--- config.mk ---
export PLATFORM = sky130hd
export DESIGN_NAME = pc_gen
export DESIGN_NICKNAME = d
export VERILOG_FILES = /design/src/rtl/pc_gen.sv
export SDC_FILE = /design/constraint.sdc
export NUM_CORES = 1
export LEC_CHECK = 0
export ABC_AREA = 1
export BUFFER_PORTS_ARGS = -buffer_cell sky130_fd_sc_hd__buf_2
export CAP_MARGIN = 0
export CELL_PAD_IN_SITES_DETAIL_PLACEMENT = 1
export CELL_PAD_IN_SITES_GLOBAL_PLACEMENT = 2
export CORE_UTILIZATION = 31
export DETAILED_ROUTE_END_ITERATION = 8
export GPL_ROUTABILITY_DRIVEN = 1
export PLACE_DENSITY = 0.83
export SETUP_SLACK_MARGIN = 0.02
export SLEW_MARGIN = 10
export SYNTH_ARGS = -nofsm -noshare
export SYNTH_HDL_FRONTEND = slang
export SYNTH_SLANG_ARGS = --single-unit
--- constraint.sdc ---
create_clock -name clk -period 3.2 [get_ports clk]
set_clock_uncertainty 0.2 [all_clocks]
set_input_delay 0.8 -clock clk [delete_from_list [all_inputs] [get_ports clk]]
set_output_delay 0.8 -clock clk [all_outputs]
set_load 0.03 [all_outputs]
--- src/rtl/pc_gen.sv ---
// pc_gen: fetch-stage program-counter generator.
// Handles warm-up, stall, branch redirect, flush redirect, and a branch captured during a stall.
// Optional feature macro: PC_ALIGN_CHECK_EN (redirect-target alignment check and misalign pulse).
module pc_gen #(
    parameter int unsigned ADDR_W    = 32,
    parameter logic [31:0] RESET_VEC = 32'h0,
    parameter int unsigned INC       = 4
) (
    input  logic              clk,
    input  logic              rst,
    input  logic              stall,
    input  logic              flush,
    input  logic [ADDR_W-1:0] new_pc,
    input  logic              branch_flag,
    input  logic [ADDR_W-1:0] branch_target,
    output logic [ADDR_W-1:0] pc,
    output logic              ce,
    output logic              redirect_pending,
    output logic              misalign
);

    localparam logic [ADDR_W-1:0] RST_PC = ADDR_W'(RESET_VEC);
    localparam logic [ADDR_W-1:0] STEP   = ADDR_W'(INC);
`ifdef PC_ALIGN_CHECK_EN
    localparam logic [ADDR_W-1:0] ALIGN_MASK = ADDR_W'(INC - 1);
`endif

    typedef enum logic {
        IDLE = 1'b0,
        RUN  = 1'b1
    } state_t;

    state_t            state;
    state_t            state_nxt;
    logic [ADDR_W-1:0] pc_nxt;
    logic              ce_nxt;
    logic              pend_nxt;
    logic [ADDR_W-1:0] ptgt_nxt;
    logic              mis_nxt;
    logic              redir;
    logic [ADDR_W-1:0] redir_tgt;
    logic [ADDR_W-1:0] pending_target;

    // State register
    always_ff @(posedge clk or negedge rst) begin
        if (!rst) begin
            state <= IDLE;
        end else begin
            state <= state_nxt;
        end
    end

    // Next state: IDLE lasts exactly one edge after reset release
    always_comb begin
        state_nxt = state;
        case (state)
            IDLE:    state_nxt = RUN;
            RUN:     state_nxt = RUN;
            default: state_nxt = IDLE;
        endcase
    end

    // Next pc / pending / misalign, redirect priority flush > stall > live branch > pending > increment
    always_comb begin
        pc_nxt    = pc;
        pend_nxt  = redirect_pending;
        ptgt_nxt  = pending_target;
        mis_nxt   = 1'b0;
        redir     = 1'b0;
        redir_tgt = '0;
        ce_nxt    = (state_nxt == RUN);

        if (state == RUN) begin
            if (flush) begin
                redir     = 1'b1;
                redir_tgt = new_pc;
                pend_nxt  = 1'b0;
            end else if (stall) begin
                if (branch_flag) begin
                    ptgt_nxt = branch_target;
                    pend_nxt = 1'b1;
                end
            end else if (branch_flag) begin
                redir     = 1'b1;
                redir_tgt = branch_target;
                pend_nxt  = 1'b0;
            end else if (redirect_pending) begin
                redir     = 1'b1;
                redir_tgt = pending_target;
                pend_nxt  = 1'b0;
            end else begin
                pc_nxt = pc + STEP;
            end
        end

        if (redir) begin
`ifdef PC_ALIGN_CHECK_EN
            pc_nxt  = redir_tgt & ~ALIGN_MASK;
            mis_nxt = |(redir_tgt & ALIGN_MASK);
`else
            pc_nxt  = redir_tgt;
`endif
        end
    end

    // Output and storage registers
    always_ff @(posedge clk or negedge rst) begin
        if (!rst) begin
            pc               <= RST_PC;
            ce               <= 1'b0;
            redirect_pending <= 1'b0;
            pending_target   <= '0;
            misalign         <= 1'b0;
        end else begin
            pc               <= pc_nxt;
            ce               <= ce_nxt;
            redirect_pending <= pend_nxt;
            pending_target   <= ptgt_nxt;
            misalign         <= mis_nxt;
        end
    end

endmodule

* Word level (Yosys, flattened, before mapping)
Index checks and enable logic that the tools add are counted.
Word-level totals: memories 0, bits in latches 0, register bits after elaboration 66, memory bits (read-only) 0, word-level logic and storage cells 34, memory bits (writable) 0
Cells by class: reductions and logical operators 4, divide/modulo/power cells 0, add/subtract/negate cells 1, multipliers 0, magnitude comparators 0, multiplexer cells 19, shift-type cells 0, equal/unequal tests 5, bitwise operators 1
Operators with widths (count):
- 32-bit 2-to-1 mux | 11
- 32-bit by 3-bit adder with 32-bit output, second input constant | 1
- 1-bit 2-to-1 mux | 8
- 2-bit by 1-bit != test with 1-bit output, second input constant | 4
- 5-bit AND reduction | 1
- 4-bit AND reduction | 1
- 3-bit by 1-bit != test with 1-bit output, second input constant | 1
- 2-bit AND reduction | 1
- 2-bit nonzero test | 1
- 1-bit inverter | 1

* Depth between registers and ports, before layout
depth after elaboration 7, depth in mapped cells 12, gate-level depth less buffers 10

* Least setup slack after synthesis
Ideal clock, no wire load.
kind input to register, from input flush, to register pc[18], arrival time 1.734 ns, stages 12, data required time 2.880 ns, setup time 0.120 ns, buffers on the path 3, setup slack 1.146 ns, path through buf_6 > inv_4 > nand2_4 > nand2_2 > buf_6 > nor2_8 > buf_6 > nand2_1 > a21oi_1 > nor2_1 > o21ai_1 > nand2_1
Between the ends: cells in the longest elaborated chain, start to end 4
Ends and longest elaborated chain:
- start: declaration | RTL line 12 | input logic flush,
- 1-bit 2-to-1 mux | RTL line 74 | if (flush) begin
- 1-bit 2-to-1 mux | RTL line 73 | if (state == RUN) begin
- 2-bit by 1-bit != test with 1-bit output (no line) or 2-bit nonzero test (tied branches)
- 5-bit AND reduction (no line)
- end signal: assignment | RTL line 115 | pc <= pc_nxt;
- end: declaration | RTL line 16 | output logic [ADDR_W-1:0] pc,
Several ways; a longest one is shown, not always the timed one. A chain may end at the register's enable or synchronous reset.

* Worst setup path after layout
from input flush, to register pc[29]
Same word-level chain as after synthesis.

==> reports/metrics.csv <==
metric,value,unit
final_core_utilization,39.1,%
cts_inserted_buffers,9,
die_height,119,um
synthesis.instances,610,
place_congestion,0.886,
num-fill-cells,1706,
internal-power,1.93,mW
number_of_ports_placed_on_the_die_boundary,104,
synth_edf_count,0,
remaining_drc_errors,0,
post-synth-top-count-cell,nand2_1,
timing.critical_path.arrival,2.26,ns
die_boundary_width,119,um
pin_count_of_the_biggest_net_entering_global_routing,67,
port_buffers,102,
final_net_count,772,
hold-worst-slack,0.263,ns
area_delta_synth_final,22.5,%
irDropWorstVdd,0.230,mV
final-max-slew-violation-count,0,
synth_top_cells_by_area,"dfrtp_1 39%, nand2_1 19%, o21ai_0 5.7%",
cts_setup_buffers,0,
place_hpwl,11300,um
root_buffer,clkbuf_16,
detail_route.wirelength,14900,um
maxClockFrequency,449,MHz
ys.flop_type,dfrtp_1,
netlist.top_cell.by_area,dfrtp_1,
share_clk_of_total_power,35.5,%
synth.distinct_cells,39,
clk-insertion-delay-late,0.34,ns
finish.instance_area,5200,um2
synth_seq_cells,66,
setup_slack,0.974,ns
synth-seq-area-share,38.9,%
grt.overflow.total,0,
placedInstanceArea,4880,um2
p_sw,1.03,mW
rsz0062_at_grt,false,
timing.critical_path.to_type,register,
design.core.area,13300,um2
critical_path_required,3.23,ns
clock_sinks,66,
post-place-cells,867,
power_density,570,nW/um2
core.rowCount,42,
first_global_vias,4571,
critPathMaxFanout,28,
worstSetupPathType,in -> reg,
final.period_utilization,69.6,%
grt_usage,22.4,%
netSwitchingFraction,34.8,%
timing.final.hold_violations,0,
mapped_avg_cell_area,6.95,um2
fin_tns_setup,0,ns
path_clk_slew,0.05,ns
layout.cells.non_filler,883,
drv_cap,0,
place_worst_setup_slack,0.660,ns
detail_route.first_pass.iterations,4,
final_period_minus_worst_setup_slack,2.23,ns
htree_levels,3,
combinationalPowerShare,25.2,%
ff_latch_area,1650,um2
dr.first_iter.drc_count,242,
pnr_total_power,2.96,mW
drtAntennaViolNets,0,
antenna_found_initial,0,
multi_input_area,2230,um2
hold_class,in -> async,
wire_length_of_the_first_global_routing_pass,24600,um
die_area,14200,um2
initial_core_util,31.9,%
cts.repair.resized,0,
num_antenna_cells,0,
netlist_area,4240,um2
tritoncts,done,
status,"finished, final reports clean",
share_of_total_power_in_sequential_cells,39.3,%
static_leakage_power,2.55,nW
routed-via-count,4393,
hold_buffers,0,
fraction_of_final_layout_cells_with_drive_strength_greater_than_1,20.9,%
commonest_cells_in_the_synthesized_netlist,"211 x nand2_1, 66 x dfrtp_1, 59 x nor2_1",
syn-num-nets,680,
route.detailed.vias_per_inst,4.98,
clock_path_buffers,2,
synth_warnings,0,
synth-async-reset-ratio,100,%
detail_route.wl_per_cell,16.9,um
worstSetupStartpointType,primary input,
synth_top_cell_area_share,38.9,%
report.final.setup_viol,0,
## power groups by stage
stage,registers [mW],logic [mW],clock network (mW)
floorplan,1.26,0.361,0
global placement,1.16,0.730,0
detailed placement,1.18,0.749,0
CTS,1.16,0.755,1.08
global route,1.19,0.834,1.11
finish,1.16,0.747,1.05
## area by class of cell
class / instances / area share, %
clock buffers: 15 / 5.54
clock inverters: 1 / 0.578
inverters: 52 / 3.80
multi-input cells: 464 / 43.0
flip-flops and latches: 66 / 31.8
well taps: 176 / 4.24
repair buffers: 109 / 11.1
## cell families after synthesis
kind of cell,count (synthesis),share of synthesized area [%]
other,2,0.177
adders and majority gates,1,0.295
buffers and inverters,80,8.38
and+or+nand+nor,324,32.1
DFF,66,38.9
muxes,10,2.66
xor gates and xnor gates,10,2.07
AOI/OAI and AO/OA,117,15.3
## registers in the layout (all words and copies together) (netlist names)
register / count
ce: 1
redirect_pending: 1
pc: 32
pending_target: 32
## path summary, 6_finish.rpt
path                               startpoint            endpoint  slack [ns]  depth (start not counted)
hold reg to reg            pending_target[18]  pending_target[18]        0.29                          2
setup reg to reg                           ce              pc[29]        1.05                          7
hold / removal                            rst              pc[18]        0.26                          2
min in group clk           pending_target[18]  pending_target[18]        0.29                          2
max in group asynchronous                 rst              pc[29]        2.20                          2
setup / recovery                        flush              pc[29]        0.97                         10
## layout by cell type (no fill, tap or decap), types with 2 or more instances in the layout
master	n
nand2_1	211
buf_2	102
dfrtp_1	66
nor2_1	59
o21ai_0	48
inv_1	47
a21oi_1	29
nand3_1	25
o21ai_1	15
a22oi_1	12
mux2_2	9
clkbuf_16	9
nand3b_1	7
xor2_1	7
nand4_1	6
buf_4	6
o211ai_1	5
nor2_2	4
clkbuf_8	4
inv_2	3
nor3_1	3
xnor2_1	3
a211oi_1	3
nand2_4	2
nand2_2	2
a221oi_1	2
conb_1	2
clkbuf_1	2
## layer usage
layer	GRT usage [%]	vias to the layer above	share of wire, %
met1	31.9	2128	49
met2	34.5	94	45
met4	5.30	0	1.1
met5	0	-	0
met3	4.55	15	4.3
li1	-	2156	-
## critical path, stage by stage
cell and delay, ns:
buf_2 0.11, inv_4 0.05, nand2_4 0.06, nand2_2 0.18
inv_2 0.33, nand2_4 0.27, a21oi_1 0.21, a21oi_1 0.09
nand2_1 0.08, inv_1 0.05
(Power assumes the default switching activity.)
